==> src/rtl/fifo_flow_ctrl_fsm.sv <==
// Flow-control FSM for a bank of NUM_CH TLP FIFOs: per-channel pause/continue with hold-time hysteresis.
// Optional FLOW_ERR_COUNT_EN adds a saturating err_count output. The continue port is named cont (reserved word).
module fifo_flow_ctrl_fsm #(
    parameter int NUM_CH    = 4,
    parameter int MIN_PAUSE = 2,
    parameter int ERR_CNT_W = 8
) (
    input  logic              clk,
    input  logic              reset,
    input  logic              init,
    input  logic              err_clear,
    input  logic [NUM_CH-1:0] fifo_pause,
    input  logic [NUM_CH-1:0] fifo_continue,
    input  logic [NUM_CH-1:0] fifo_empty,
    input  logic [NUM_CH-1:0] fifo_full,
    input  logic [NUM_CH-1:0] fifo_error,
    output logic [NUM_CH-1:0] error_full,
    output logic [NUM_CH-1:0] pause,
    output logic [NUM_CH-1:0] cont,
    output logic              idle,
    output logic              active,
`ifdef FLOW_ERR_COUNT_EN
    output logic [ERR_CNT_W-1:0] err_count,
`endif
    output logic [2:0]        state
);

    typedef enum logic [2:0] {
        S_INIT   = 3'd0,
        S_IDLE   = 3'd1,
        S_ACTIVE = 3'd2,
        S_PAUSE  = 3'd3,
        S_ERROR  = 3'd4
    } state_t;

    localparam logic [7:0] MIN_HOLD = 8'(MIN_PAUSE);

    state_t                  state_q, state_d;
    logic [NUM_CH-1:0]       pause_q, pause_d;
    logic [NUM_CH-1:0]       ef_q, ef_d;
    logic [NUM_CH-1:0][7:0]  hold_q, hold_d;
    logic [NUM_CH-1:0]       chan_pause;
    logic [NUM_CH-1:0][7:0]  chan_hold;
    logic                    err_any;
    logic                    state_valid;

    always_ff @(posedge clk or negedge reset) begin
        if (!reset) begin
            state_q <= S_INIT;
            pause_q <= '0;
            ef_q    <= '0;
            hold_q  <= '0;
        end else begin
            state_q <= state_d;
            pause_q <= pause_d;
            ef_q    <= ef_d;
            hold_q  <= hold_d;
        end
    end

    // Per-channel hysteresis: a pause is only released after being held MIN_PAUSE edges.
    always_comb begin
        chan_pause = pause_q;
        chan_hold  = hold_q;
        for (int i = 0; i < NUM_CH; i++) begin
            if (pause_q[i]) begin
                if (fifo_continue[i] && !fifo_pause[i] && (hold_q[i] >= MIN_HOLD)) begin
                    chan_pause[i] = 1'b0;
                    chan_hold[i]  = 8'd0;
                end else if (hold_q[i] < MIN_HOLD) begin
                    chan_hold[i] = hold_q[i] + 8'd1;
                end
            end else if (fifo_pause[i]) begin
                chan_pause[i] = 1'b1;
                chan_hold[i]  = 8'd0;
            end
        end
    end

    always_comb begin
        state_d     = state_q;
        pause_d     = pause_q;
        ef_d        = ef_q;
        hold_d      = hold_q;
        err_any     = |(fifo_error | fifo_full);
        state_valid = state_q inside {S_INIT, S_IDLE, S_ACTIVE, S_PAUSE, S_ERROR};

        if (init) begin
            state_d = S_INIT;
            pause_d = '0;
            ef_d    = '0;
            hold_d  = '0;
        end else if (!state_valid || (state_q == S_INIT)) begin
            // Unused encodings fall back to INIT; INIT itself ignores FIFO errors.
            state_d = (state_q == S_INIT) ? S_IDLE : S_INIT;
            pause_d = '0;
            ef_d    = '0;
            hold_d  = '0;
        end else if (err_any) begin
            state_d = S_ERROR;
            pause_d = '1;
            ef_d    = ef_q | fifo_error | fifo_full;
            hold_d  = '0;
        end else if (state_q == S_ERROR) begin
            if (err_clear) begin
                state_d = S_IDLE;
                pause_d = '0;
                ef_d    = '0;
                hold_d  = '0;
            end
        end else begin
            case (state_q)
                S_IDLE: begin
                    pause_d = '0;
                    hold_d  = '0;
                    if (!(&fifo_empty)) state_d = S_ACTIVE;
                end
                S_ACTIVE: begin
                    pause_d = chan_pause;
                    hold_d  = chan_hold;
                    if (|chan_pause)      state_d = S_PAUSE;
                    else if (&fifo_empty) state_d = S_IDLE;
                end
                S_PAUSE: begin
                    pause_d = chan_pause;
                    hold_d  = chan_hold;
                    if (!(|chan_pause)) state_d = S_ACTIVE;
                end
                default: state_d = S_INIT;
            endcase
        end
    end

`ifdef FLOW_ERR_COUNT_EN
    logic [ERR_CNT_W-1:0] err_cnt_q;

    // Counts entries into ERROR only; err_clear deliberately leaves the history intact.
    always_ff @(posedge clk or negedge reset) begin
        if (!reset) begin
            err_cnt_q <= '0;
        end else if (init || (state_q == S_INIT)) begin
            err_cnt_q <= '0;
        end else if ((state_d == S_ERROR) && (state_q != S_ERROR) && !(&err_cnt_q)) begin
            err_cnt_q <= err_cnt_q + 1'b1;
        end
    end

    assign err_count = err_cnt_q;
`endif

    assign state      = state_q;
    assign pause      = pause_q;
    assign error_full = ef_q;
    assign idle       = (state_q == S_IDLE);
    assign active     = (state_q == S_ACTIVE) || (state_q == S_PAUSE);
    assign cont       = ((state_q == S_IDLE) || (state_q == S_ACTIVE) || (state_q == S_PAUSE))
                        ? ~pause_q : '0;

endmodule
==> config.mk <==
export PLATFORM = sky130hd
export DESIGN_NAME = fifo_flow_ctrl_fsm
export DESIGN_NICKNAME = d
export VERILOG_FILES = /design/src/rtl/fifo_flow_ctrl_fsm.sv
export SDC_FILE = /design/constraint.sdc
export NUM_CORES = 1
export LEC_CHECK = 0
export ABC_CLOCK_PERIOD_IN_PS = 4600
export CAP_MARGIN = 20
export CORE_MARGIN = 2
export CORE_UTILIZATION = 50
export DETAILED_ROUTE_END_ITERATION = 10
export GPL_ROUTABILITY_DRIVEN = 0
export GPL_TIMING_DRIVEN = 0
export PLACE_DENSITY = 0.82
export SYNTH_ARGS = -nofsm -noshare
export SYNTH_HDL_FRONTEND = slang
export SYNTH_SLANG_ARGS = --single-unit
==> constraint.sdc <==
create_clock -name clk -period 4.6 [get_ports clk]
set_clock_uncertainty 0.1 [all_clocks]
set_input_delay 1.38 -clock clk [delete_from_list [all_inputs] [get_ports clk]]
set_output_delay 1.38 -clock clk [all_outputs]
set_load 0.01 [all_outputs]
After elaboration in Yosys (flattened, before gate mapping). Index checks and enable logic that the tools add are counted.

Register bits: 43. Input port bits: 24. Output and inout port bits: 17.

Add/subtract/negate cells: 4. $lt $le $gt $ge: 8. Eq/ne operators: 16. Muxes and demuxes: 56. Bitwise logic cells: 4. Reduce and logical (&&, ||, !) cells: 33.

Operator list (number): $mux 32 (5); $mux 8 (16); $pmux 32 s2 (1); $mux 4 (10); $add 8x1->8 const B (4); $ge 8x2->1 const B (4); $lt 8x2->1 const B (4); $ne 8x3->1 const B (4); $ne 7x1->1 const B (4); $mux 3 (9); $reduce_and 4->1 (6); $mux 1 (13); $ne 6x6->1 const B (2); $or 4x4->4 (3); $pmux 3 s3 (1); $logic_and 1x1->1 (8); $pmux 4 s2 (1); $reduce_bool 4->1 (2); $reduce_or 4->1 (2); $ne 7x7->1 const B (1); $eq 3x2->1 const B (2); $reduce_bool 6->1 (1); $logic_not 1->1 (5); $ne 5x4->1 const B (1); other kinds (8) (12).

Longest topological paths before layout. Gate-level depths: netlist of the first run.

Depth after elaboration: 12. Gate-level depth with buffers: 8. Mapped depth without buffers: 7.

Least setup slack after synthesis of the first run. OpenSTA, ideal clock, no wires.

Path kind: input port to flip-flop. Start point: input fifo_error[0]. End point: register hold_q[23] (netlist bit). Data arrival time: 3.213 ns. Setup slack: 1.151 ns. Stages: 8. Cell sequence: or4_4 > or3_4 > or3_1 > buf_2 > buf_6 > buf_6 > a31oi_1 > nor2_1.

Word-level cells in the longest chain between the ends: 5.

Ends and longest elaborated chain: start: declaration (line 16) `input logic [NUM_CH-1:0] fifo_error,`; $or 4x4->4 (*) (line 85) `err_any = |(fifo_error | fifo_full);`; $reduce_or 4->1 (*) (line 85); parallel branches: the longest is 3 deep, another holds $ne 8x3->1; end signal: assignment (line 57) `hold_q <= hold_d;`; end: declaration (line 41) `logic [NUM_CH-1:0][7:0] hold_q, hold_d;`.

Mark *: on every way between the ends. A chain may end at the register's enable or synchronous reset.

Final worst setup path of the first run.
Start point: input fifo_error[0]. End point: register hold_q[6] (netlist bit).

The elaborated chain is that of the path after synthesis.

==> out/qor.yml, run 1 <==
status: "completed"
cts.sinks: 43
synth_seq_cells: 43
hold_path.class: "register to register"
htree_levels: 2
switching_share_pct: 24.0
final_nets: 345
holdWs_ns: 0.406
p_int_mw: 0.624
power.density_nw_per_um2: 276
vias_per_cell: 5.86
ys_warn_count: 0
max_slew.worst_pin.slew_ns: 0.907
start_util_pct: 51.1
layout-drive-gt1-share_pct: 7.96
yosys_most_used_dff: "dfrtp_1"
endpoint_kind: "register"
grt_pass1_wl_um: 9160
coreArea_um2: 4660
numCtsBuffers: 5
p_seq_share_pct: 48.8
cts.clk_slew.worst_paths_ns: 0.08
wl_um: 5420
worst_slack_ns: 0.800
grt_max_degree: 34
finalSetupViolations: 0
worst-r2r-cell-count: 5
num_rows: 25
synth_cell_types: 35
grt_overflow: 0
num_io_pins: 41
post-route-period-util_pct: 82.6
hold_depth: 2
tns_ns: 0
fin_crit_ns: 3.80
crit_required_ns: 4.66
cts_setup_buffers: 0
post-route-drc-count: 0
synthesis.area_um2: 2380
rsz0062_at_grt: "no"
fmax_mhz: 263
area_growth_pct: 25.2
ctsHoldBuffers: 0
first_pass_iters: 4
max_cap_viol_count: 0
antenna_found_initial: 0
diodes: 0
leakage_nw: 1.28
synth_edf_count: 0
power.share.clock_pct: 37.4
syn_inst: 265
detail_route.wl_per_cell_um: 14.7
dp_slack_ns: 0.500
start_kind: "input pin"
yosysSeqAreaShare_pct: 45.2
ant_nets: 0
syn_area_per_cell_um2: 8.98
die-width_um: 73.0
vias: 2156
dp.final_hpwl_um: 3960
die-area_um2: 5330
slew_violations: 0
fill_cells: 379
critPathKind: "input pin to register"
dr.first_iter.drc_count: 143
relSlewSlack_pct: 38.9
finalHoldViolations: 0
cp.arrival_ns: 3.86
grt_pass1_vias: 2035
clockRootBuffer: "clkbuf_8"
clk_latency_ns: 0.30
critical_path_peak_fanout: 10
cts_tree: "yes"
ir_worst_vdd_uv: 184
p_switching_mw: 0.197
async_reset_ff_share_pct: 100
die_h_um: 73.0
layout_common_cells: "52 x nor2_1, 43 x dfrtp_1, 39 x clkdlybuf4s50_1"
cts_resized: 0
synth_nets: 297
p_comb_share_pct: 13.8
layout_commonest_cell: "nor2_1"
grt.total_usage_pct: 22.3
cts.path.max_buffers: 2
io_buffers: 40
synthesized netlist by cell type, types with 4 or more instances:
| cell type | count | area share (%) |
|---|---|---|
| a21boi_0 | 4 | 1.3 |
| o22ai_1 | 6 | 1.6 |
| nor3_1 | 10 | 2.1 |
| mux2_2 | 8 | 3.8 |
| inv_1 | 19 | 3.0 |
| nor4_1 | 7 | 1.8 |
| nand3b_1 | 4 | 1.3 |
| o31a_1 | 4 | 1.5 |
| ha_1 | 8 | 4.2 |
| dfrtp_1 | 43 | 45 |
| o21ai_0 | 4 | 0.84 |
| o211ai_1 | 4 | 1.3 |
| a31oi_1 | 29 | 7.6 |
| nand2b_1 | 6 | 1.6 |
| and3_1 | 12 | 3.2 |
| nor2_1 | 52 | 8.2 |
| nand2_1 | 16 | 2.5 |
flip-flops by register name (all words and copies together), names as in the netlist:
name and cells:
pause 4, state 3, error_full 4, hold_q 32
worst max-delay path, cell delays in order:
cell,delay (ns)
clkdlybuf4s50_1,0.42
or4_4,0.58
or3_4,0.40
or3_1,0.34
buf_2,0.17
clkbuf_1,0.27
a31oi_1,0.23
nor2_1,0.06
per-stage QoR:
stage,area (um2),instances,power [mW],util [%]
global route,2980,368,0.855,63.9
detailed placement,2860,360,0.522,61.4
finish,2980,368,0.821,63.9
floorplan,2380,265,0.447,-
global placement,2850,359,0.518,61.1
CTS,2980,368,0.826,63.9
cell families (layout without fill, tap and decap cells):
kind of cell | Yosys count | after routing | synth area share [%]
compound gates | 61 | 61 | 17.1
mux | 8 | 8 | 3.79
fa+ha+maj | 8 | 8 | 4.21
simple gates | 121 | 121 | 25.2
flops | 43 | 43 | 45.2
buf+inv | 24 | 73 | 4.47
layout make-up:
class | count | area (um2) | area share, %
timing repair buffer | 41 | 415 | 13.9
multi-input combinational | 198 | 1200 | 40.2
tap | 54 | 67.6 | 2.27
clock inverter | 2 | 35.0 | 1.18
buffer | 5 | 35.0 | 1.18
clock buffer | 6 | 82.6 | 2.77
inverter | 19 | 71.3 | 2.39
sequential | 43 | 1080 | 36.1
final timing paths:
kind | from | endpoint | slack [ns]
worst max-delay path | fifo_error[0] | hold_q[6] | 0.80
worst min-delay path | error_full[0] | error_full[0] | 0.41
worst max register to register | state[2] | hold_q[24] | 2.12
worst min register to register | error_full[0] | error_full[0] | 0.41
max in group asynchronous | reset | hold_q[17] | 3.10
min in group asynchronous | reset | error_full[3] | 0.84
power groups by stage:
| stage | clock [mW] | combinational [mW] | sequential [mW] |
|---|---|---|---|
| finish | 0.308 | 0.113 | 0.400 |
| CTS | 0.311 | 0.115 | 0.400 |
| floorplan | 0 | 0.0361 | 0.411 |
| global placement | 0 | 0.110 | 0.408 |
| detailed placement | 0 | 0.114 | 0.408 |
| global route | 0.328 | 0.125 | 0.402 |
routing by layer:
metal | vias to the layer above | part of all wire [%] | GRT usage (%)
met5 | - | 0 | 0
met4 | 0 | 1.8 | 8.23
met3 | 9 | 4.5 | 5.25
met2 | 53 | 49 | 35.6
met1 | 1027 | 44 | 29.4
li1 | 1067 | - | -
Note: power is estimated with default switching activity, not from simulation.
==> run 2: changes to the inputs <==
--- a/config.mk
+++ b/config.mk
@@ -5,7 +5,7 @@
 export SDC_FILE = /design/constraint.sdc
 export NUM_CORES = 1
 export LEC_CHECK = 0
-export ABC_CLOCK_PERIOD_IN_PS = 4600
+export ABC_CLOCK_PERIOD_IN_PS = 3700
 export CAP_MARGIN = 20
 export CORE_MARGIN = 2
 export CORE_UTILIZATION = 50
==> constraint.sdc (replaced) <==
create_clock -name clk -period 3.7 [get_ports clk]
set_clock_uncertainty 0.1 [all_clocks]
set_input_delay 1.11 -clock clk [delete_from_list [all_inputs] [get_ports clk]]
set_output_delay 1.11 -clock clk [all_outputs]
set_load 0.01 [all_outputs]
==> results of run 2 <==
Same layout as run 1 (identical final DEF). Status: completed.
Main changes from that run: setup slack after placement 0.500 ns -> -0.130 ns; setup slack after layout 0.800 ns -> 0.170 ns; register-to-register setup slack 2.12 ns -> 1.22 ns; total power 0.821 mW -> 1.02 mW; worst IR drop on VDD 184 uV -> 229 uV
==> run 3: changes to the inputs <==
--- a/config.mk
+++ b/config.mk
@@ -13,6 +13,7 @@
 export GPL_ROUTABILITY_DRIVEN = 0
 export GPL_TIMING_DRIVEN = 0
 export PLACE_DENSITY = 0.82
+export SLEW_MARGIN = 20
 export SYNTH_ARGS = -nofsm -noshare
 export SYNTH_HDL_FRONTEND = slang
 export SYNTH_SLANG_ARGS = --single-unit
==> out/qor.yml, run 3 (same netlist as run 1, synthesis figures left out) <==
status: "completed"
cts.sinks: 43  # unchanged
final_nets: 345  # unchanged
post-route-drc-count: 0  # unchanged
area_growth_pct: 23.7
start_util_pct: 51.1  # unchanged
leakage_nw: 1.26  # -1.5%
htree_levels: 2  # unchanged
endpoint_kind: "register"
multiInputGateArea_um2: 1200  # unchanged
vias: 2148  # -0.37%
wl_met1_um: 2410  # about the same
grt_pass1_wl_um: 9470  # +3.4%
critical_path_peak_fanout: 7  # -3
critPathKind: "input pin to register"
num_io_pins: 41  # unchanged
first_pass_iters: 4  # unchanged
holdWs_ns: 0.406  # -0.000136 ns
slew_violations: 0  # unchanged
ir_worst_vdd_uv: 243
post-route-period-util_pct: 96.1
ctsHoldBuffers: 0  # unchanged
ant_nets: 0  # unchanged
relSlewSlack_pct: 42.8  # +3.9 points
clockRootBuffer: "clkbuf_8"
fmax_mhz: 281
grt.total_usage_pct: 22.6  # +0.37 points
grt_max_degree: 33  # -2.9%
die_h_um: 73.0  # unchanged
cts_tree: "yes"
crit_required_ns: 3.78
worst-r2r-cell-count: 5  # unchanged
diodes: 0  # unchanged
grt_pass1_vias: 2115  # +3.9%
vias_per_cell: 5.84  # -0.37%
finalHoldViolations: 0  # unchanged
wl_um: 5320  # -1.8%
cp.arrival_ns: 3.63
tns_ns: 0  # unchanged
cts.clk_slew.worst_paths_ns: 0.08  # about the same
hold_path.class: "register to register"
place_area_um2: 2860  # unchanged
finalSetupViolations: 0  # unchanged
grt_overflow: 0  # unchanged
final_area_um2: 2940  # -1.2%
cts_resized: 0  # unchanged
dp.final_hpwl_um: 3970  # +0.27%
cts_setup_buffers: 0  # unchanged
layout-drive-gt1-share_pct: 7.32  # -0.64 points
instances_no_fill: 368  # unchanged
coreArea_um2: 4660  # unchanged
rsz0062_at_grt: "no"
start_kind: "input pin"
largest_reg_flops: 32  # unchanged
dr.first_iter.drc_count: 165  # +15%
numCtsBuffers: 5  # unchanged
fin_crit_ns: 3.56
num_rows: 25  # unchanged
wl_met3_um: 201  # -18%
max_cap_viol_count: 0  # unchanged
fill_cells: 394  # +4.0%
regMostFlops: "hold_q"
highest_layer: "met4"
max_slew.worst_pin.slew_ns: 0.850  # -0.0573 ns
regArea_um2: 1080  # unchanged
io_buffers: 40  # unchanged
die-width_um: 73.0  # unchanged
layout_common_cells: "52 x nor2_1, 43 x dfrtp_1, 39 x clkdlybuf4s50_1"
detail_route.wl_per_cell_um: 14.5  # -1.8%
place_inst: 360  # unchanged
die-area_um2: 5330  # unchanged
utilization_pct: 63.2  # -0.78 points
antenna_found_initial: 0  # unchanged
cts.path.max_buffers: 2  # unchanged
clk_latency_ns: 0.29  # about the same
wl_met2_um: 2620  # -1.7%
power.density_nw_per_um2: 313
layout_commonest_cell: "nor2_1"
hold_depth: 2  # unchanged
## run 3: area by class of cell
| class | instances | area share, % |
|---|---|---|
| Tap cell | 54 | 2.29 |
| Clock buffer | 7 | 2.59 |
| Clock inverter | 1 | 0.170 |
| Inverter | 19 | 2.42 |
| Buffer | 5 | 1.19 |
| Timing Repair Buffer | 41 | 14.1 |
| Sequential cell | 43 | 36.5 |
| Multi-Input combinational cell | 198 | 40.7 |
## run 3: where the power goes
part / switching [mW] / total, mW / internal (mW)
Sequential: 0.0156 / 0.498 / 0.482
Combinational: 0.0652 / 0.141 / 0.0754
Clock: 0.151 / 0.283 / 0.133
## run 3: stage by stage
step,power [mW],worst slack [ns]
2_1_floorplan,0.555,0.521
3_3_place_gp,0.644,-0.114
3_5_place_dp,0.649,-0.154
4_1_cts,0.929,0.163
5_1_grt,0.970,0.00988
6_report,0.922,0.145
## run 3: worst paths after layout
| check | slack (ns) | startpoint | end |
|---|---|---|---|
| max | 0.14 | fifo_error[0] | hold_q[17] |
| min | 0.41 | hold_q[31] | hold_q[31] |
| max reg2reg | 1.19 | state[2] | hold_q[17] |
| min reg2reg | 0.41 | hold_q[31] | hold_q[31] |
| max in group asynchronous | 2.44 | reset | hold_q[27] |
| min in group asynchronous | 0.59 | reset | error_full[2] |
## run 3: critical path, cell delays in order
cell,delay [ns]
clkdlybuf4s50_1,0.42
or4_4,0.58
nor4_2,0.56
o211ai_1,0.39
nand2_1,0.22
mux2_2,0.34
## run 3: metal layers
metal	vias to the layer above	track usage, %
met2	46	36.1
met1	1031	31.0
met5	-	0
li1	1061	-
met3	10	5.11
met4	0	6.38
